**src/rtl/bldc_hall_speed.sv**
```systemverilog
// Hall-sensor speed/direction tracker: step index, direction, edge period, stall and error.
// Define BLDC_HALL_SPEED_AVG_EN to report a 4-period running mean instead of the raw period.
module bldc_hall_speed #(
  parameter int              CNT_W       = 24,
  parameter logic [CNT_W-1:0] STALL_LIMIT = 24'd12000000
) (
  input  logic             clk,
  input  logic             rst,
  input  logic             en_i,
  input  logic [2:0]       hall_data_i,
  input  logic             hall_change_i,
  output logic [2:0]       step_o,
  output logic             dir_o,
  output logic [CNT_W-1:0] period_o,
  output logic             period_vld_o,
  output logic             stall_o,
  output logic             hall_err_o,
  output logic [1:0]       state_o
);

  typedef enum logic [1:0] {
    IDLE  = 2'd0,
    SYNC  = 2'd1,
    RUN   = 2'd2,
    STALL = 2'd3
  } state_t;

  localparam logic [CNT_W-1:0] ONE = CNT_W'(1);

  state_t           state_q, state_d;
  logic [2:0]       step_q, step_d;
  logic             dir_q, dir_d;
  logic [CNT_W-1:0] period_q, period_d;
  logic             pvld_q, pvld_d;
  logic             stall_q, stall_d;
  logic             err_q, err_d;
  logic [CNT_W-1:0] cnt_q, cnt_d;
  logic             accept;

  function automatic logic [2:0] code2step(input logic [2:0] c);
    logic [2:0] s;
    s = 3'd0;
    case (c)
      3'd5:    s = 3'd0;
      3'd4:    s = 3'd1;
      3'd6:    s = 3'd2;
      3'd2:    s = 3'd3;
      3'd3:    s = 3'd4;
      3'd1:    s = 3'd5;
      default: s = 3'd0;
    endcase
    return s;
  endfunction

  function automatic logic [2:0] step_inc(input logic [2:0] s);
    return (s == 3'd5) ? 3'd0 : s + 3'd1;
  endfunction

  function automatic logic [2:0] step_dec(input logic [2:0] s);
    return (s == 3'd0) ? 3'd5 : s - 3'd1;
  endfunction

  logic       legal;
  logic [2:0] nstep;
  logic       is_fwd;
  logic       is_rev;

  assign legal  = (hall_data_i != 3'd0) && (hall_data_i != 3'd7);
  assign nstep  = code2step(hall_data_i);
  assign is_fwd = (nstep == step_inc(step_q));
  assign is_rev = (nstep == step_dec(step_q));

  always_comb begin
    state_d  = state_q;
    step_d   = step_q;
    dir_d    = dir_q;
    stall_d  = stall_q;
    pvld_d   = 1'b0;
    err_d    = 1'b0;
    accept   = 1'b0;
    cnt_d    = (&cnt_q) ? cnt_q : cnt_q + ONE;
    if (!en_i) begin
      state_d = IDLE;
      cnt_d   = '0;
      stall_d = 1'b0;
    end else begin
      unique case (state_q)
        IDLE: begin
          cnt_d   = '0;
          stall_d = 1'b0;
          state_d = SYNC;
        end
        SYNC: begin
          if (hall_change_i) begin
            if (legal) begin
              step_d  = nstep;
              cnt_d   = ONE;
              state_d = RUN;
            end else begin
              err_d = 1'b1;
            end
          end
        end
        RUN: begin
          if (hall_change_i) begin
            if (!legal) begin
              err_d   = 1'b1;
              state_d = SYNC;
            end else begin
              step_d = nstep;
              cnt_d  = ONE;
              if ((dir_q && is_fwd) || (!dir_q && is_rev)) begin
                accept = 1'b1;
                pvld_d = 1'b1;
              end else if (is_fwd || is_rev) begin
                // reversal: the straddling interval mixes two directions
                dir_d = ~dir_q;
              end else begin
                err_d = 1'b1;
              end
            end
          end else if (cnt_q == STALL_LIMIT) begin
            state_d = STALL;
            stall_d = 1'b1;
          end
        end
        STALL: begin
          if (hall_change_i) begin
            if (legal) begin
              stall_d = 1'b0;
              step_d  = nstep;
              cnt_d   = ONE;
              state_d = RUN;
            end else begin
              err_d = 1'b1;
            end
          end
        end
        default: state_d = IDLE;
      endcase
    end
  end

`ifdef BLDC_HALL_SPEED_AVG_EN
  logic [CNT_W-1:0] hist_q [4];
  logic [CNT_W-1:0] hist_d [4];
  logic [CNT_W+1:0] sum_q, sum_d;
  logic             prime_q, prime_d;

  always_comb begin
    hist_d   = hist_q;
    sum_d    = sum_q;
    prime_d  = prime_q;
    period_d = period_q;
    if (state_q != RUN) prime_d = 1'b1;
    if (!en_i || state_q == IDLE) begin
      period_d = '0;
    end else if (accept) begin
      prime_d = 1'b0;
      if (prime_q) begin
        for (int i = 0; i < 4; i++) hist_d[i] = cnt_q;
        sum_d = {cnt_q, 2'b00};
      end else begin
        sum_d     = sum_q - {2'b00, hist_q[3]} + {2'b00, cnt_q};
        hist_d[3] = hist_q[2];
        hist_d[2] = hist_q[1];
        hist_d[1] = hist_q[0];
        hist_d[0] = cnt_q;
      end
      period_d = sum_d[CNT_W+1:2];
    end
  end

  always_ff @(posedge clk) begin
    if (rst) begin
      for (int i = 0; i < 4; i++) hist_q[i] <= '0;
      sum_q   <= '0;
      prime_q <= 1'b1;
    end else begin
      hist_q  <= hist_d;
      sum_q   <= sum_d;
      prime_q <= prime_d;
    end
  end
`else
  always_comb begin
    period_d = period_q;
    if (!en_i || state_q == IDLE) period_d = '0;
    else if (accept) period_d = cnt_q;
  end
`endif

  always_ff @(posedge clk) begin
    if (rst) begin
      state_q  <= IDLE;
      step_q   <= 3'd0;
      dir_q    <= 1'b1;
      period_q <= '0;
      pvld_q   <= 1'b0;
      stall_q  <= 1'b0;
      err_q    <= 1'b0;
      cnt_q    <= '0;
    end else begin
      state_q  <= state_d;
      step_q   <= step_d;
      dir_q    <= dir_d;
      period_q <= period_d;
      pvld_q   <= pvld_d;
      stall_q  <= stall_d;
      err_q    <= err_d;
      cnt_q    <= cnt_d;
    end
  end

  assign step_o       = step_q;
  assign dir_o        = dir_q;
  assign period_o     = period_q;
  assign period_vld_o = pvld_q;
  assign stall_o      = stall_q;
  assign hall_err_o   = err_q;
  assign state_o      = state_q;

endmodule
```
**config.mk**
```make
export PLATFORM = sky130hd
export DESIGN_NAME = bldc_hall_speed
export DESIGN_NICKNAME = d
export VERILOG_FILES = /design/src/rtl/bldc_hall_speed.sv
export SDC_FILE = /design/constraint.sdc
export NUM_CORES = 1
export LEC_CHECK = 0
export CAP_MARGIN = 10
export CORE_UTILIZATION = 32
export CTS_BUF_LIST = sky130_fd_sc_hd__clkbuf_4 sky130_fd_sc_hd__clkbuf_8
export DETAILED_ROUTE_END_ITERATION = 7
export PLACE_DENSITY = 0.53
export SETUP_SLACK_MARGIN = 0.2
export SYNTH_ARGS = -nofsm -noshare
export SYNTH_HDL_FRONTEND = slang
export SYNTH_SLANG_ARGS = --single-unit
```
**constraint.sdc**
```tcl
create_clock -name clk -period 3.7 [get_ports clk]
set_input_delay 0.37 -clock clk [delete_from_list [all_inputs] [get_ports clk]]
set_output_delay 0.37 -clock clk [all_outputs]
set_load 0.005 [all_outputs]
```
==> results.ini, run 1 <==
[setup_path]
r2r_setup_slack_ns = 1.35
critical_path_class = in2reg
r2r-end = cnt_q[3]
cp-start-kind = input pin
cp-end-kind = flop
r2r_cells = 6
path_max_fanout = 25
arrival_ns = 2.93
timing.rr.start = state_o[0]
required_ns = 3.96

[clock_network]
cts.sinks = 57
ctsRootBufferMaster = clkbuf_8
clockBufferDepth = 2
htreeDepth = 3
hold_buffers = 0
clkTransAtPathRegs_ns = 0.07
post_cts_buffers = 0
post_cts_resized = 0
cts_buffers = 9
cts_tree = yes
insertion_delay_ns = 0.34

[floorplan]
core_mm2 = 0.008891
die_area_mm2 = 0.009783
die_w_um = 98.91
rows = 34
fp.dieH_um = 98.91
initial_core_util_pct = 33.80
io_pins = 40

[synthesis]
ys_warn_count = 0
ys_seq_area_share_pct = 37.97
avgSynthCellArea_um2 = 8.587
netlist_area_mm2 = 0.003005
synth_area_leaders = dfxtp_1 38%, mux2i_1 10%, nand2_1 7.5%, a21oi_1 3.0%, xnor2_1 2.9%
ys_ff_latch = 57
postSynthCellCount = 350
ys_types = 55
ys.flop_type = dfxtp_1
syn_nets = 363
yosys.area.top_type_share_pct = 37.97
yosys.area.top_type = dfxtp_1
synthArstFlopShare_pct = 0
synth-edff-count = 0

[detailed_routing]
wirelength_um = 6787
drt_first_pass_iters = 4
vias_per_cell = 5.239
ant_nets = 0
drtIter0Drc = 114
routedWlPerCell_um = 13.74
vias = 2588
drc = 0

[global_route]
grt_pass1_wl_um = 11820
grt_use_total_pct = 15.22
grt_pass1_vias = 2463
overflow = 0
grt_antenna_before_repair = 0
grt_max_degree = 27

[hold_path]
hold_path.class = reg2reg
min_to = period_o[10]
min_from = period_o[10]
whs_path_depth = 2

[timing]
setup_tns_ns = 0
finalCritPeriodShare_pct = 72.09
slew_headroom_pct = 44.79
tightest_slew_ns = 0.8218
max_clock_freq_mhz = 374.9
min_period_ns = 2.667
setup_viol = 0
rsz0062_at_grt = no
slew_violations = 0
clock_skew_ns = 0.01156
hold_viol_final = 0

[power]
powerDensity_mw_per_mm2 = 363.7
power.leakage_uw = 0.001166
worst_ir_drop_vdd_mv = 0.2017

[cells_and_area]
utilization_pct = 41.02
antenna_cells = 0
area_growth_pct = 21.36
drive_gt1_share_pct = 6.736
nNetsFinal = 394

[placement]
gp_congestion = 0.8421
portBuffers = 39
dp_hpwl_um = 4780

[flow_run]
maxCapViolCount = 0

[run_status]
outcome = finished, final reports clean

layout make-up:
cell class	instances	area, um^2
tap	108	135.1
clock buffer	11	145.1
inverter	11	41.29
sequential	57	1141
fill	893	5244
multi-input combinational	259	1685
clock inverter	5	78.83
timing repair buffer	43	420.4
synthesized netlist by cell type, types with 3 or more instances:
| master | count |
|---|---|
| a21oi_1 | 18 |
| and2_1 | 6 |
| and3_1 | 3 |
| and4_1 | 5 |
| buf_2 | 6 |
| clkbuf_1 | 12 |
| dfxtp_1 | 57 |
| ha_1 | 6 |
| inv_1 | 11 |
| mux2i_1 | 31 |
| nand2_1 | 60 |
| nand2b_1 | 3 |
| nand3_1 | 11 |
| nand4_1 | 9 |
| nor2_1 | 17 |
| nor3_1 | 9 |
| nor4_1 | 3 |
| nor4b_1 | 3 |
| o21ai_0 | 8 |
| o31ai_1 | 5 |
| or3_1 | 9 |
| or4_1 | 5 |
| xnor2_1 | 10 |
per-stage QoR:
stage               hold WS [ns]  total power, uW  area, um^2  worst slack (ns)  instances
floorplan                 0.4424            668.7        3005             1.646        350
global placement          0.4427            686.2        3423            0.7964        478
detailed placement        0.4454            687.2        3423            0.7002        478
CTS                       0.4582             1353        3647             1.060        494
global route              0.4666             1387        3647            0.8449        494
finish                    0.4537             1327        3647             1.033        494
registers in the layout, indices dropped and copies added, names as in the netlist:
| signal | flops |
|---|---|
| stall_o | 1 |
| dir_o | 1 |
| state_o | 2 |
| cnt_q | 24 |
| period_vld_o | 1 |
| period_o | 24 |
| step_o | 3 |
| hall_err_o | 1 |
cells in the final DEF, fill, tap and decap left out, types with 3 or more instances in the layout:
cell / netlist / final
buf_4: 1 / 4
o21ai_0: 8 / 8
nand4_1: 9 / 9
inv_1: 11 / 11
or4_1: 5 / 5
and4_1: 5 / 5
nor2_1: 17 / 16
clkdlybuf4s50_1: 0 / 39
and2_1: 6 / 6
nand2b_1: 3 / 3
nand2_1: 60 / 60
nor4_1: 3 / 3
a21oi_1: 18 / 18
clkbuf_8: 0 / 10
nor3_1: 9 / 9
o31ai_1: 5 / 5
dfxtp_1: 57 / 57
nor4b_1: 3 / 3
nand3_1: 11 / 11
and3_1: 3 / 3
or3_1: 9 / 9
xnor2_1: 10 / 10
ha_1: 6 / 6
mux2i_1: 31 / 31
routing by layer:
metal  share of wire [%]  wire length (um)  track usage [%]
met1                  47              3205            18.68
met2                  47              3172            24.85
met3                 4.5               305            5.248
met4                 1.5               104            5.166
met5                   0                 0                0
kinds of logic (layout without fill, tap and decap cells):
kind of cell,after synthesis,after routing,share of synthesized area (%)
simple gates,160,160,28.27
flops,57,57,37.97
compound gates,51,51,11.53
buf+inv,34,70,6.203
mux,31,31,10.32
xor+xnor,11,11,3.206
fa+ha+maj,6,6,2.498
worst max-delay path, cell delays in order:
cell             delay [ns]
clkdlybuf4s50_1        0.76
or3b_1                 0.41
o31a_1                 0.24
a32oi_1                0.32
a22o_1                 0.20
buf_4                  0.38
mux2i_1                0.23
where the power goes:
group | internal, uW | leakage (uW) | total [uW] | switching, uW
sequential | 615 | 0.000459 | 618 | 2.80
clock | 404 | 0.000117 | 653 | 249
combinational | 24.0 | 0.000590 | 55.5 | 31.5
worst max path at each step:
stage                   startpoint           end  slack [ns]  cells after the start
floorplan           hall_data_i[1]  period_o[20]        1.65                      8
global placement    hall_data_i[0]  period_o[10]        0.80                      7
detailed placement  hall_data_i[0]  period_o[17]        0.70                      7
CTS                 hall_data_i[0]  period_o[20]        1.06                      7
global route        hall_data_i[0]  period_o[19]        0.84                      7
finish              hall_data_i[0]  period_o[20]        1.03                      7
No activity file was read; power rests on OpenSTA's default activity.
==> run 2, diff against run 1 <==
==> constraint.sdc (replaced) <==
create_clock -name clk -period 2.66 [get_ports clk]
set_input_delay 0.266 -clock clk [delete_from_list [all_inputs] [get_ports clk]]
set_output_delay 0.266 -clock clk [all_outputs]
set_load 0.005 [all_outputs]
==> results.ini, run 2 (synthesis results as in run 1) <==
[run_status]
outcome = finished, final reports clean

[placement]
place_worst_setup_slack_ns = 0.03861
dp_cells = 487
portBuffers = 39
dp_hpwl_um = 4891
gp_congestion = 0.8221
placed_cell_area_mm2 = 0.003503

[cells_and_area]
final_cell_area_mm2 = 0.003730
nNetsFinal = 403
antenna_cells = 0
layout_commonest_cell = nand2_1
stdcell_count = 503
area_growth_pct = 24.11
drive_gt1_share_pct = 8.861
layout_common_cells = 60 x nand2_1, 57 x dfxtp_1, 38 x clkdlybuf4s50_1, 31 x mux2i_1, 18 x a21oi_1

[global_route]
grt_antenna_before_repair = 0
grt_max_degree = 30
overflow = 0
grt_pass1_vias = 2514
grt_use_total_pct = 15.25
grt_pass1_wl_um = 11940

[detailed_routing]
ant_nets = 0
wirelength_um = 6984
vias = 2628
drtIter0Drc = 138
drt_first_pass_iters = 4
vias_per_cell = 5.225
routedWlPerCell_um = 13.88
drc = 0

[floorplan]
io_pins = 40
core_mm2 = 0.008891
die_w_um = 98.91
rows = 34
initial_core_util_pct = 33.80
fp.dieH_um = 98.91
die_area_mm2 = 0.009783

[setup_path]
critical_path_class = in2reg
cp-end-kind = flop
crit_chain = clkdlybuf4s50_1 > or3b_1 > o31a_1 > a32oi_1 > a22o_1 > buf_12 > mux2i_1
path_max_fanout = 25
crit_path_max_incr_delay_ns = 0.62
r2r_setup_slack_ns = 0.47
timing.rr.start = step_o[1]
cp-startpoint = hall_data_i[0]
crit_slowest_cell = clkdlybuf4s50_1
arrival_ns = 2.50
cp-start-kind = input pin
required_ns = 2.92

[timing]
rsz0062_at_grt = no
setup_tns_ns = 0
hold_viol_final = 0
slew_violations = 0
min_period_ns = 2.236
slew_headroom_pct = 61.82
setup_ws_ns = 0.4243
tightest_slew_ns = 0.5583
finalCritPeriodShare_pct = 84.05
max_clock_freq_mhz = 447.3
setup_viol = 0
clock_skew_ns = 0.005713
whs_ns = 0.4556

[power]
worst_ir_drop_vdd_mv = 0.2385
swShare_pct = 21.30
p_clk_share_pct = 49.0
p_sw_uw = 394.4
seqPwrFrac_pct = 46.4
power.leakage_uw = 0.001224
internal-power_uw = 1457
pwr-share-comb_pct = 4.6
powerDensity_mw_per_mm2 = 496.4

[hold_path]
hold_path.class = reg2reg
min_from = period_o[5]

[clock_network]
cts.sinks = 57
cts_buffers = 9
ctsRootBufferMaster = clkbuf_8
insertion_delay_ns = 0.33
clkTransAtPathRegs_ns = 0.06
htreeDepth = 3
cts_tree = yes
post_cts_buffers = 0
clockBufferDepth = 2

[flow_run]
maxCapViolCount = 0

run 2: cell types whose count changed in the layout (fill, tap and decap cells not counted):
cell             delta
buf_12              +1
buf_4               +8
clkdlybuf4s50_1     -1
dlymetal6s2s_1      +1
run 2: worst max-delay path: cells and delay by family:
family / cells / cell delay, ns
buf+inv: 2 / 0.84
mux: 1 / 0.21
simple gates: 1 / 0.41
compound gates: 3 / 0.75
run 2: repair_timing:
action	CTS	global route
resized for setup	0	1
setup endpoints to repair	0	4
hold buffers	0	0
run 2: routing by layer:
layer / track usage [%] / vias to the layer above / share of wire [%]
met5: 0 / - / 0
met4: 4.822 / 0 / 1.2
met3: 4.610 / 6 / 3.4
met2: 25.28 / 51 / 48
met1: 18.91 / 1241 / 48
li1: - / 1330 / -
run 2: power groups by stage:
stage | clock network, uW | registers, uW | logic (uW)
floorplan | 0 | 878 | 52.5
global placement | 0 | 879 | 84.5
detailed placement | 0 | 879 | 85.1
CTS | 938 | 860 | 85.7
global route | 985 | 860 | 94.5
finish | 907 | 860 | 85.1
run 2: per-stage QoR:
stage	power [uW]	utilization [%]
floorplan	930.2	-
global placement	963.4	39.40
detailed placement	964.2	39.40
CTS	1884	41.92
global route	1939	41.95
finish	1852	41.95
run 2: final timing paths:
| check | end | cells past startpoint |
|---|---|---|
| min reg2reg | period_o[5] | 2 |
| min | period_o[5] | 2 |
| max reg2reg | period_o[1] | 6 |
| max | period_o[1] | 7 |
run 2: area by class of cell:
class / count / area [um^2]
multi-input cells: 259 / 1685
repair buffers: 52 / 503.0
fillers: 941 / 5161
inverters: 11 / 41.29
clock inverters: 5 / 78.83
clock buffers: 11 / 145.1
flip-flops and latches: 57 / 1141
well taps: 108 / 135.1
==> run 3, diff against run 2 <==
--- a/config.mk
+++ b/config.mk
@@ -9,7 +9,7 @@
 export CORE_UTILIZATION = 32
 export CTS_BUF_LIST = sky130_fd_sc_hd__clkbuf_4 sky130_fd_sc_hd__clkbuf_8
 export DETAILED_ROUTE_END_ITERATION = 7
-export PLACE_DENSITY = 0.53
+export PLACE_DENSITY = 0.55
 export SETUP_SLACK_MARGIN = 0.2
 export SYNTH_ARGS = -nofsm -noshare
 export SYNTH_HDL_FRONTEND = slang
==> constraint.sdc (replaced) <==
create_clock -name clk -period 2.04 [get_ports clk]
set_input_delay 0.204 -clock clk [delete_from_list [all_inputs] [get_ports clk]]
set_output_delay 0.204 -clock clk [all_outputs]
set_load 0.005 [all_outputs]
==> results.ini, run 3 (synthesis results as in run 1) <==
[hold_path]
hold_path.class = reg2reg

[clock_network]
clkTransAtPathRegs_ns = 0.07
clockBufferDepth = 2
cts.sinks = 57
hold_buffers = 0
htreeDepth = 3
insertion_delay_ns = 0.35
cts_tree = yes
cts_buffers = 9
ctsRootBufferMaster = clkbuf_8

[timing]
slew_headroom_pct = 64.66
clock_skew_ns = 0.01207
tightest_slew_ns = 0.5253
whs_ns = 0.4554
hold_viol_final = 0
min_period_ns = 1.970
rsz0062_at_grt = yes
slew_violations = 0
finalCritPeriodShare_pct = 96.57
setup_viol = 0
setup_tns_ns = 0
max_clock_freq_mhz = 507.6

[placement]
dp_hpwl_um = 5422
placed_cell_area_mm2 = 0.003789
gp_congestion = 0.9373
dp_cells = 522
portBuffers = 39

[power]
p_clk_share_pct = 49.0
worst_ir_drop_vdd_mv = 0.3651
power_uw = 2479
powerDensity_mw_per_mm2 = 574.3
seqPwrFrac_pct = 45.1
internal-power_uw = 1919
swShare_pct = 22.59
p_sw_uw = 560.0
power.leakage_uw = 0.001512
pwr-share-comb_pct = 5.9

[detailed_routing]
drc = 0
drtIter0Drc = 108
vias_per_cell = 5.209
routedWlPerCell_um = 14.99
vias = 2865
drt_first_pass_iters = 4
wirelength_um = 8243
ant_nets = 0

[setup_path]
critical_path_class = reg2reg
cp-end-kind = flop
arrival_ns = 2.21
required_ns = 2.28
path_delay_family = buffers and inverters
crit_path_max_incr_delay_ns = 0.39
cp-start-kind = flop
crit_chain = buf_4 > xnor2_2 > mux2i_2 > a221oi_4 > a22o_4 > buf_12 > buf_16 > and2_4
worst-path-buf-inv = 3
crit_slowest_cell = dfxtp_2
path_max_fanout = 8

[floorplan]
die_area_mm2 = 0.009783
io_pins = 40
fp.dieH_um = 98.91
core_mm2 = 0.008891
rows = 34
die_w_um = 98.91
initial_core_util_pct = 33.80

[cells_and_area]
layout_common_cells = 60 x nand2_1, 52 x buf_4, 47 x dfxtp_1, 36 x clkdlybuf4s50_1, 29 x mux2i_1
layout_commonest_cell = nand2_1
area_growth_pct = 43.63
stdcell_count = 550
drive_gt1_share_pct = 26.24
final_cell_area_mm2 = 0.004317
nNetsFinal = 450
antenna_cells = 0

[global_route]
grt_use_total_pct = 17.45
grt_max_degree = 50
overflow = 0
grt_antenna_before_repair = 0
grt_pass1_vias = 2723
grt_pass1_wl_um = 13380

[flow_run]
maxCapViolCount = 0

[run_status]
outcome = finished, final reports clean

==> run 3: final timing paths <==
| kind | endpoint | from | cells after the start | slack (ns) |
|---|---|---|---|---|
| max | period_vld_o | step_o[0] | 8 | 0.07 |
| min reg2reg | period_o[16] | period_o[16] | 2 | 0.46 |
| max reg2reg | period_vld_o | step_o[0] | 8 | 0.07 |
| min | period_o[16] | period_o[16] | 2 | 0.46 |
==> run 3: per-stage QoR <==
stage          setup slack, ns  utilization (%)
4_1_cts                 0.1054            47.23
2_1_floorplan           0.1982                -
6_report               0.06991            48.55
5_1_grt                0.02148            48.55
3_3_place_gp           -0.3401            42.61
3_5_place_dp           -0.3922            42.61
==> run 3: power groups by stage <==
stage | clock network [uW] | registers, uW | logic, uW
floorplan | 0 | 1140 | 70.2
global placement | 0 | 1140 | 129
detailed placement | 0 | 1140 | 130
CTS | 1220 | 1120 | 136
global route | 1280 | 1120 | 156
finish | 1220 | 1120 | 145
==> run 3: final cells by class <==
class                   instances  area, um^2
clock buffers                  11       145.1
clock inverters                 5       78.83
fillers                       844        4574
inverters                      11       41.29
multi-input cells             259        1813
flip-flops and latches         57        1156
well taps                     108       135.1
repair buffers                 99       947.2
==> run 3: what timing repair did <==
item,4_1_cts,5_1_grt
resized for setup,21,26
cloned,3,0
setup endpoints to repair,55,38
setup buffers,4,5
pin swaps,8,11
==> run 3: worst register-to-register path: cells and delay by family, from the launching register on <==
family	cells	cell delay, ns
AOI/OAI and AO/OA	2	0.40
and+or+nand+nor	1	0.13
DFF	1	0.39
buffers and inverters	3	0.48
xor gates and xnor gates	1	0.14
muxes	1	0.32
==> run 3: routing by layer <==
metal / global-route usage [%] / vias to the layer above / part of all wire [%]
met5: 0 / - / 0
met1: 21.79 / 1348 / 45
met4: 6.774 / 0 / 3.3
li1: - / 1426 / -
met2: 29.16 / 70 / 47
met3: 3.972 / 21 / 4.1
